`config.mk`:
```
export PLATFORM = sky130hd
export DESIGN_NAME = shifter_arbiter2
export DESIGN_NICKNAME = d
export VERILOG_FILES = /design/src/rtl/shifter_arbiter2_pkg.sv /design/src/rtl/shifter_arbiter2_rr_pick2.sv /design/src/rtl/shifter_arbiter2.sv
export SDC_FILE = /design/constraint.sdc
export NUM_CORES = 1
export LEC_CHECK = 0
export ABC_AREA = 1
export CELL_PAD_IN_SITES_DETAIL_PLACEMENT = 1
export CELL_PAD_IN_SITES_GLOBAL_PLACEMENT = 1
export CORE_UTILIZATION = 38
export CTS_CLUSTER_SIZE = 10
export DETAILED_ROUTE_END_ITERATION = 10
export MAX_ROUTING_LAYER = met4
export PLACE_DENSITY_LB_ADDON = 0.1
export SLEW_MARGIN = 20
export SYNTH_ARGS = -nofsm -noshare
export SYNTH_HDL_FRONTEND = slang
export SYNTH_SLANG_ARGS = --single-unit
```
`constraint.sdc`:
```
create_clock -name i_clk -period 2.2 [get_ports i_clk]
set_input_delay 0.44 -clock i_clk [delete_from_list [all_inputs] [get_ports i_clk]]
set_output_delay 0.44 -clock i_clk [all_outputs]
set_load 0.005 [all_outputs]
```
`src/rtl/shifter_arbiter2_pkg.sv`:
```
// Shared constants for the two-requester shift-unit arbiter.
package shifter_arbiter2_pkg;

  // FSM state encoding
  localparam logic [1:0] S_IDLE = 2'd0;
  localparam logic [1:0] S_BUSY = 2'd1;
  localparam logic [1:0] S_DONE = 2'd2;

  // Requester identifiers (also the operand-mux select value)
  localparam logic REQ0 = 1'b0;
  localparam logic REQ1 = 1'b1;

  localparam int CNT_W = 8;

  // One-hot vector for a requester id
  function automatic logic [1:0] onehot2(input logic id);
    return (id == REQ1) ? 2'b10 : 2'b01;
  endfunction

endpackage

```
`src/rtl/shifter_arbiter2_rr_pick2.sv`:
```
// Combinational two-way round-robin winner selection.
module shifter_arbiter2_rr_pick2
  import shifter_arbiter2_pkg::*;
(
  input  logic [1:0] i_req,
  input  logic       i_prio,
  output logic       o_valid,
  output logic       o_winner
);

  // A lone requester wins; on contention the priority holder wins
  always_comb begin
    o_valid  = |i_req;
    o_winner = REQ0;
    case (i_req)
      2'b10:   o_winner = REQ1;
      2'b11:   o_winner = i_prio;
      default: o_winner = REQ0;
    endcase
  end

endmodule

```
`src/rtl/shifter_arbiter2.sv`:
```
// Round-robin arbiter and latency sequencer for one shared shift unit.
//
// state  | meaning
// S_IDLE | no grant; waiting for a request
// S_BUSY | grant held, counting down the unit latency
// S_DONE | result captured, done pulse high for one cycle
module shifter_arbiter2
  import shifter_arbiter2_pkg::*;
#(
  parameter int DATA_WIDTH = 8,
  parameter int LATENCY    = 1
) (
  input  logic                  i_clk,
  input  logic                  i_rst_n,
  input  logic [1:0]            i_req,
  output logic [1:0]            o_gnt,
  output logic                  o_mux_sel,
  output logic                  o_unit_start,
  input  logic [DATA_WIDTH-1:0] i_unit_result,
  output logic [1:0]            o_done,
  output logic [DATA_WIDTH-1:0] o_result
);

  if (LATENCY < 1 || LATENCY > 255) begin : g_bad_latency
    $error("shifter_arbiter2: LATENCY must be within 1..255");
  end

  localparam logic [CNT_W-1:0] LAT_CNT = CNT_W'(LATENCY);

  logic [1:0]            r_state;
  logic [CNT_W-1:0]      r_cnt;
  logic [1:0]            r_gnt;
  logic                  r_mux_sel;
  logic [1:0]            r_done;
  logic [DATA_WIDTH-1:0] r_result;
  logic                  r_prio;

  logic                  w_any;
  logic                  w_winner;

  shifter_arbiter2_rr_pick2 u_pick (
    .i_req    (i_req),
    .i_prio   (r_prio),
    .o_valid  (w_any),
    .o_winner (w_winner)
  );

  // Grant, count down the unit latency, capture the result, pulse done.
  // r_mux_sel doubles as the id of the requester being served.
  always_ff @(posedge i_clk or negedge i_rst_n) begin
    if (!i_rst_n) begin
      r_state   <= S_IDLE;
      r_cnt     <= '0;
      r_gnt     <= '0;
      r_mux_sel <= REQ0;
      r_done    <= '0;
      r_result  <= '0;
      r_prio    <= REQ0;
    end else begin
      r_done <= '0;
      case (r_state)
        S_IDLE: begin
          if (w_any) begin
            r_gnt     <= onehot2(w_winner);
            r_mux_sel <= w_winner;
            r_cnt     <= LAT_CNT;
            r_state   <= S_BUSY;
          end
        end
        S_BUSY: begin
          r_cnt <= r_cnt - CNT_W'(1);
          if (r_cnt == CNT_W'(1)) begin
            r_result <= i_unit_result;
            r_gnt    <= '0;
            r_done   <= onehot2(r_mux_sel);
            r_prio   <= ~r_mux_sel;
            r_state  <= S_DONE;
          end
        end
        S_DONE:  r_state <= S_IDLE;
        default: r_state <= S_IDLE;
      endcase
    end
  end

  // Start pulse marks the first BUSY cycle, when the mux output is valid
  always_comb begin
    o_unit_start = (r_state == S_BUSY) && (r_cnt == LAT_CNT);
  end

  assign o_gnt     = r_gnt;
  assign o_mux_sel = r_mux_sel;
  assign o_done    = r_done;
  assign o_result  = r_result;

endmodule

```
==> impl_results.md, run 1 <==
* Status: complete, no violations
* Pwr dens at 528.9 nW/um2
* Initial antenna violation count at 0
* Die X at 56.50 um
* DRC violations left at 0
* Maximum VDD drop at 0.4960 mV
* H-Tree Depth at 1
* Relative slew slack at 79.01%
* Maximum fanout along the worst path at 3
* Clock share of power at 40.9%
* Sequential power share at 55.2%
* Crit-path most repeated cell: inv_2
* Mapped cell area at 1129 um2
* Setup crit end kind: primary output
* CTS Buffer Depth at 2
* Multi-input gate area at 460.4 um2
* Fin crit share at 91.00%
* First-pass GRT wire length at 4.947 mm
* Hold crit path type: in2async
* DP HPWL at 2.077 mm
* Least-Margin Pin Slew at 313.8 ps
* GRT Residual Overflow at 0
* TritonCTS clock tree: built
* Register area share after synthesis at 53.22%
* Family with the most delay on the worst path: flip-flops
* Final Critical Period at 2002 ps
* Comb pwr share at 3.9%
* Reg2Reg Depth at 8
* DIE AREA at 3192 um2
* Max incr delay on CP at 420 ps
* Top cells by area, synth: dfrtp_1 (53%), nand2_1 (17%), nand3_1 (5.8%)
* Synth area leader: dfrtp_1
* Data required, critical path at 1760 ps
* Syn-to-layout area delta at 33.92%
* WP buf/inv at 3
* Routed WL per cell at 13.55 um
* Drt via density at 5.035
* Antenna diodes at 0
* Storage element area at 601.8 um2
* Sw frac at 19.43%
* Worst setup margin at 198.1 ps
* Initial Utilization at 40.58%
* Share of layout cells above drive strength 1 at 12.94%
* GPL Wtd Cong at 0.7799
* Critical Path AT at 1560 ps
* Skew-Pair Late Insertion Delay at 330 ps
* Fin nets at 185
* Clk root buf: clkbuf_4
* Tot GR Track Use at 20.79%
* Worst Skew at 14.33 ps
* Slew Viols, Final at 0
* Syn avg cell area at 8.238 um2
* FF-to-FF setup slack at 830 ps
* Final-layout fill cell count at 349
* Fmax at 499.5 MHz
* TritonCTS buffer count at 3
* Share of the synthesized area in the top cell type at 53.22%
* Net Count, Synth at 151
* Drt total wl at 2.723 mm
* Die Y at 56.50 um
* Clock Pin Slew Worst Setup and Hold Paths at 150 ps
* Post-cts hold buffer count at 0
* Slowest-stage cell, CP: dfrtp_1
* YS warnings at 0
* Detailed Route Iter0 Violations at 17
* Flops & latches, synth at 24
* Placement-stage worst setup slack at 171.7 ps
* Final setup fails at 0
* Ports at 26
* Vias in the first global route at 1102
* Setup TNS at 0 ps
* Row count at 19
* Crit Path Class: reg2out
* Post-Syn Instances at 137
* Worst reg2reg path endpoint: o_result[4]
* Via count at 1012
* Iteration count of the initial detailed-routing pass at 4
* RSZ-0062 raised after global routing: false
* Number of distinct library cells after synthesis at 20
* Largest net degree at the start of global routing at 25
* Final Hold Viols at 0
* Core ar. at 2781 um2
* Hold Slack at 447.3 ps
* NetSw at 0.1553 mW
* CP cell instances: inv_2 -> ha_4 -> nand2_1 -> nor2_2 -> nand3_4 -> inv_2 -> dlygate4sd2_1
* Final ANT Viol Nets at 0
* CTS sink cnt at 24
* LEAKAGE at 0.7463 nW
* Startpoint types: flip-flop
* Port Buffers at 25
* FF-to-FF Start: r_cnt[1]
* P_int at 0.6441 mW
* Max-Cap Viols at 0
[how the worst max path moves through the flow]
stage	start	endpoint	slack, ps	cells past startpoint
6_report	r_cnt[1]	o_unit_start	200	7
5_1_grt	r_cnt[1]	o_unit_start	80	7
4_1_cts	r_cnt[1]	o_unit_start	180	7
3_5_place_dp	r_cnt[1]	o_unit_start	170	7
3_3_place_gp	r_cnt[1]	o_unit_start	230	7
2_1_floorplan	r_cnt[1]	o_unit_start	690	6
[area by class of cell]
| cell class | count | share of cell area [%] |
|---|---|---|
| well taps | 31 | 2.566 |
| inverters | 19 | 4.719 |
| multi-input cells | 93 | 30.46 |
| clock inverters | 1 | 1.987 |
| flip-flops and latches | 24 | 39.82 |
| clock buffers | 3 | 1.490 |
| repair buffers | 30 | 18.96 |
[through the flow]
step	cells	utilization, %	total power [mW]	instance area [um2]
finish	201	54.34	0.7994	1511
global route	201	54.34	0.8251	1511
CTS	201	54.34	0.8100	1511
detailed placement	196	51.64	0.4818	1436
global placement	196	51.64	0.4811	1436
floorplan	137	-	0.4506	1129
[power by group through the flow]
stage / logic [mW] / registers [mW] / clock network (mW)
6_report: 0.0309 / 0.441 / 0.327
3_5_place_dp: 0.0323 / 0.449 / 0
3_3_place_gp: 0.0317 / 0.449 / 0
5_1_grt: 0.0347 / 0.441 / 0.349
4_1_cts: 0.0322 / 0.441 / 0.337
2_1_floorplan: 0.000971 / 0.450 / 0
[kinds of logic (layout without fill, tap and decap cells)]
family | Yosys count | in the layout | synth area share (%)
buf+inv | 20 | 53 | 7.317
simple gates | 79 | 79 | 30.60
flops | 24 | 24 | 53.22
mux | 1 | 1 | 0.8870
fa+ha+maj | 2 | 2 | 2.217
xor+xnor | 1 | 1 | 0.7762
compound gates | 10 | 10 | 4.989
[cell usage after synthesis]
cell	instances
nand3_1	13
xnor2_1	1
o21ai_0	6
nand2_2	1
inv_1	16
nand3_4	1
nor2_2	2
inv_2	3
dfrtp_1	24
ha_1	2
nand4_1	1
mux2i_1	1
buf_6	1
o21ai_2	1
nor2_4	1
nand2_1	50
a21oi_1	1
o22ai_1	2
nor3_1	1
nor2_1	9
[layer usage]
layer,share of wire [%],global-route usage [%],vias up,wire length [um]
met4,2.6,9.408,0,72
li1,-,-,491,-
met1,46,25.63,494,1246
met5,0,-,-,0
met3,3.0,2.074,7,82
met2,49,34.45,20,1323
[placed cells by master, fill, tap and decap left out, types with 2 or more instances in the layout]
cell type	n
buf_4	5
clkbuf_4	3
clkdlybuf4s50_1	24
dfrtp_1	23
inv_1	15
inv_2	4
nand2_1	50
nand3_1	13
nor2_1	8
nor2_2	3
o21ai_0	6
o22ai_1	2
[repair_timing]
item | in CTS | in global routing
endpoints found under the setup margin | 1 | 0
gates resized for setup | 6 | 0
buffers inserted | 1 | 0
[state kept, by name, indices dropped and copies added, names as in the netlist]
register,count
o_result,8
o_gnt,2
r_state,2
r_cnt,8
o_mux_sel,1
o_done,2
r_prio,1
[worst reg2reg max path, stage by stage, from the launching register on]
cell and delay [ps]:
dfrtp_1 420, inv_2 80, ha_4 130, nand2_1 70, nor2_2 160, nand3_4 90
buf_4 190, nand2_1 80, nand2_1 50
Power figures use the tool's default switching activity.
==> inputs of run 2 (changes only) <==
Settings changed: CORE_MARGIN set to 2.
==> run 2 against run 1 <==
Net effect: total power down 17%; non-clock buffer count unchanged; clock skew down 12 ps; register-to-register slack worse by 40 ps; worst setup slack worse by 33 ps; global-route usage down 1.8 points; final area down 2.7%; utilization down 1.5 points; critical path type unchanged; largest cell class unchanged; highest routed layer unchanged.
==> impl_results.md, run 2 (synthesis gave the netlist of run 1 again) <==
* Family with the most delay on the worst path: flip-flops
* DIE AREA at 3422 um2 (+7.2%)
* CTS Buffer Depth at 2 (unchanged)
* Final ANT Viol Nets at 0 (unchanged)
* Placement-stage worst setup slack at 185.8 ps (+14.14 ps)
* Syn-to-layout area delta at 30.27%
* Crit Path Class: reg2out
* Clock Pin Slew Worst Setup and Hold Paths at 130 ps (-20 ps)
* Crit-path most repeated cell: inv_2
* Maximum fanout along the worst path at 4 (+1)
* Fin nets at 185 (unchanged)
* Ports at 26 (unchanged)
* Status: complete, no violations
* LEAKAGE at 0.7324 nW (-1.9%)
* Startpoint types: flip-flop
* RSZ-0062 raised after global routing: false
* TritonCTS buffer count at 3 (unchanged)
* FF-to-FF setup slack at 790 ps (-40 ps)
* Final Core Density at 52.86% (-1.5 points)
* CP Launch Point: r_cnt[1]
* Drt total wl at 2.773 mm (+1.8%)
* Worst reg2reg path endpoint: o_gnt[1]
* Maximum VDD drop at 0.3119 mV (-37%)
* Vias in the first global route at 1120 (+1.6%)
* Relative slew slack at 78.60% (-0.40 points)
* Worst Skew at 2.300 ps (-12.03 ps)
* Initial Utilization at 40.58% (unchanged)
* TritonCTS clock tree: built
* Most frequent cells in the layout: nand2_1 (50), clkdlybuf4s50_1 (24), dfrtp_1 (24), inv_1 (15), nand3_1 (13)
* Critical Path AT at 1590 ps (+30 ps)
* Slowest-stage cell, CP: dfrtp_1
* Antenna diodes at 0 (unchanged)
* Least-Margin Pin Slew at 321.0 ps (+7.226 ps)
* Reg2Reg Depth at 8 (unchanged)
* DRC violations left at 0 (unchanged)
* Detailed Route Iter0 Violations at 24 (+7)
* Largest net degree at the start of global routing at 25 (unchanged)
* Worst setup margin at 165.4 ps (-32.68 ps)
* Post-cts hold buffer count at 0 (unchanged)
* Via count at 988 (-2.4%)
* Final Critical Period at 2035 ps (+32.68 ps)
* Slew Viols, Final at 0 (unchanged)
* Core ar. at 2781 um2 (unchanged)
* Final setup fails at 0 (unchanged)
* Clk root buf: clkbuf_4
* CP cell instances: inv_2 -> ha_2 -> nand2_1 -> nor2_2 -> nand3_4 -> inv_2 -> dlygate4sd2_1
* Initial antenna violation count at 0 (unchanged)
* Tot GR Track Use at 18.96% (-1.8 points)
* Final Hold Viols at 0 (unchanged)
* Placed cell area at 1436 um2 (unchanged)
* Design Area, Final at 1470 um2 (-2.7%)
* Hold crit path type: reg2reg
* FF-to-FF Start: r_cnt[1]
* DP HPWL at 2.174 mm (+4.7%)
* Die X at 58.50 um (+3.5%)
* Max incr delay on CP at 410 ps (about the same)
* CP Capture Point: o_unit_start
* Drt via density at 4.940 (-1.9%)
* Final-layout fill cell count at 326 (-6.6%)
* GRT Residual Overflow at 0 (unchanged)
* Die Y at 58.50 um (+3.5%)
* WP buf/inv at 3 (unchanged)
* CTS sink cnt at 24 (unchanged)
* Hold Slack at 473.4 ps (+26.13 ps)
* First-pass GRT wire length at 4.774 mm (-3.5%)
* Fmax at 491.5 MHz (-1.6%)
* Share of layout cells above drive strength 1 at 11.83% (-1.1 points)
* Routed WL per cell at 13.87 um (+2.3%)
* Max-Cap Viols at 0 (unchanged)
* Setup crit end kind: primary output
* Setup TNS at 0 ps (unchanged)
* Skew-Pair Late Insertion Delay at 310 ps (-20 ps)
* Fin crit share at 92.48% (+1.5 points)
* H-Tree Depth at 1 (unchanged)
* Critical Path Stages at 7 (unchanged)
* Data required, critical path at 1760 ps (about the same)
* Iteration count of the initial detailed-routing pass at 4 (unchanged)
* Min-delay src: o_mux_sel
* Row count at 19 (unchanged)
* Port Buffers at 25 (unchanged)
* GPL Wtd Cong at 0.8161 (+4.6%)
* Most common cell after layout, fill and taps aside: nand2_1
* Pwr dens at 451.8 nW/um2 (-15%)
run 2: cell count changes in the layout (fill, tap and decap cells not counted), sizes merged:
cell / before / now
bufinv: 1 / 0
run 2: report_power, final:
part           internal (mW)  leakage (nW)  switching [mW]
clock                 0.0639        0.0138           0.127
combinational         0.0185         0.455          0.0133
sequential             0.441         0.263               0
total                  0.524         0.732           0.141
run 2: how the worst min path moves through the flow:
stage | to | slack, ps | depth (start not counted)
CTS | r_cnt[5] | 480 | 2
detailed placement | o_done[0] | 460 | 1
global placement | o_done[0] | 460 | 1
finish | o_done[0] | 470 | 1
global route | r_state[0] | 490 | 2
floorplan | o_done[0] | 140 | 0
run 2: final cells by class:
type                            count  area, um2  area share [%]
Tap cell                           31      38.79           2.638
Multi-Input combinational cell     93      450.4           30.64
Inverter                           19      71.32           4.851
Timing Repair Buffer               30      286.5           19.49
Sequential cell                    24      600.6           40.85
Clock buffer                        3      22.52           1.532
run 2: metal layers:
metal	GRT usage [%]	share of wire, %	vias up
li1	-	-	488
met1	23.24	45	483
met2	32.26	51	15
met3	2.637	3.0	2
met4	5.980	0.65	0
met5	-	0	-
run 2: repair_timing:
action                                  4_1_cts  5_1_grt
setup buffers                                 1        0
endpoints found under the setup margin        1        0
resized for setup                             4        0
run 2: metrics by stage:
stage	cells	total power, mW
3_5_place_dp	196	0.4824
3_3_place_gp	196	0.4811
4_1_cts	200	0.6738
5_1_grt	200	0.6869
2_1_floorplan	137	0.4506
6_report	200	0.6642
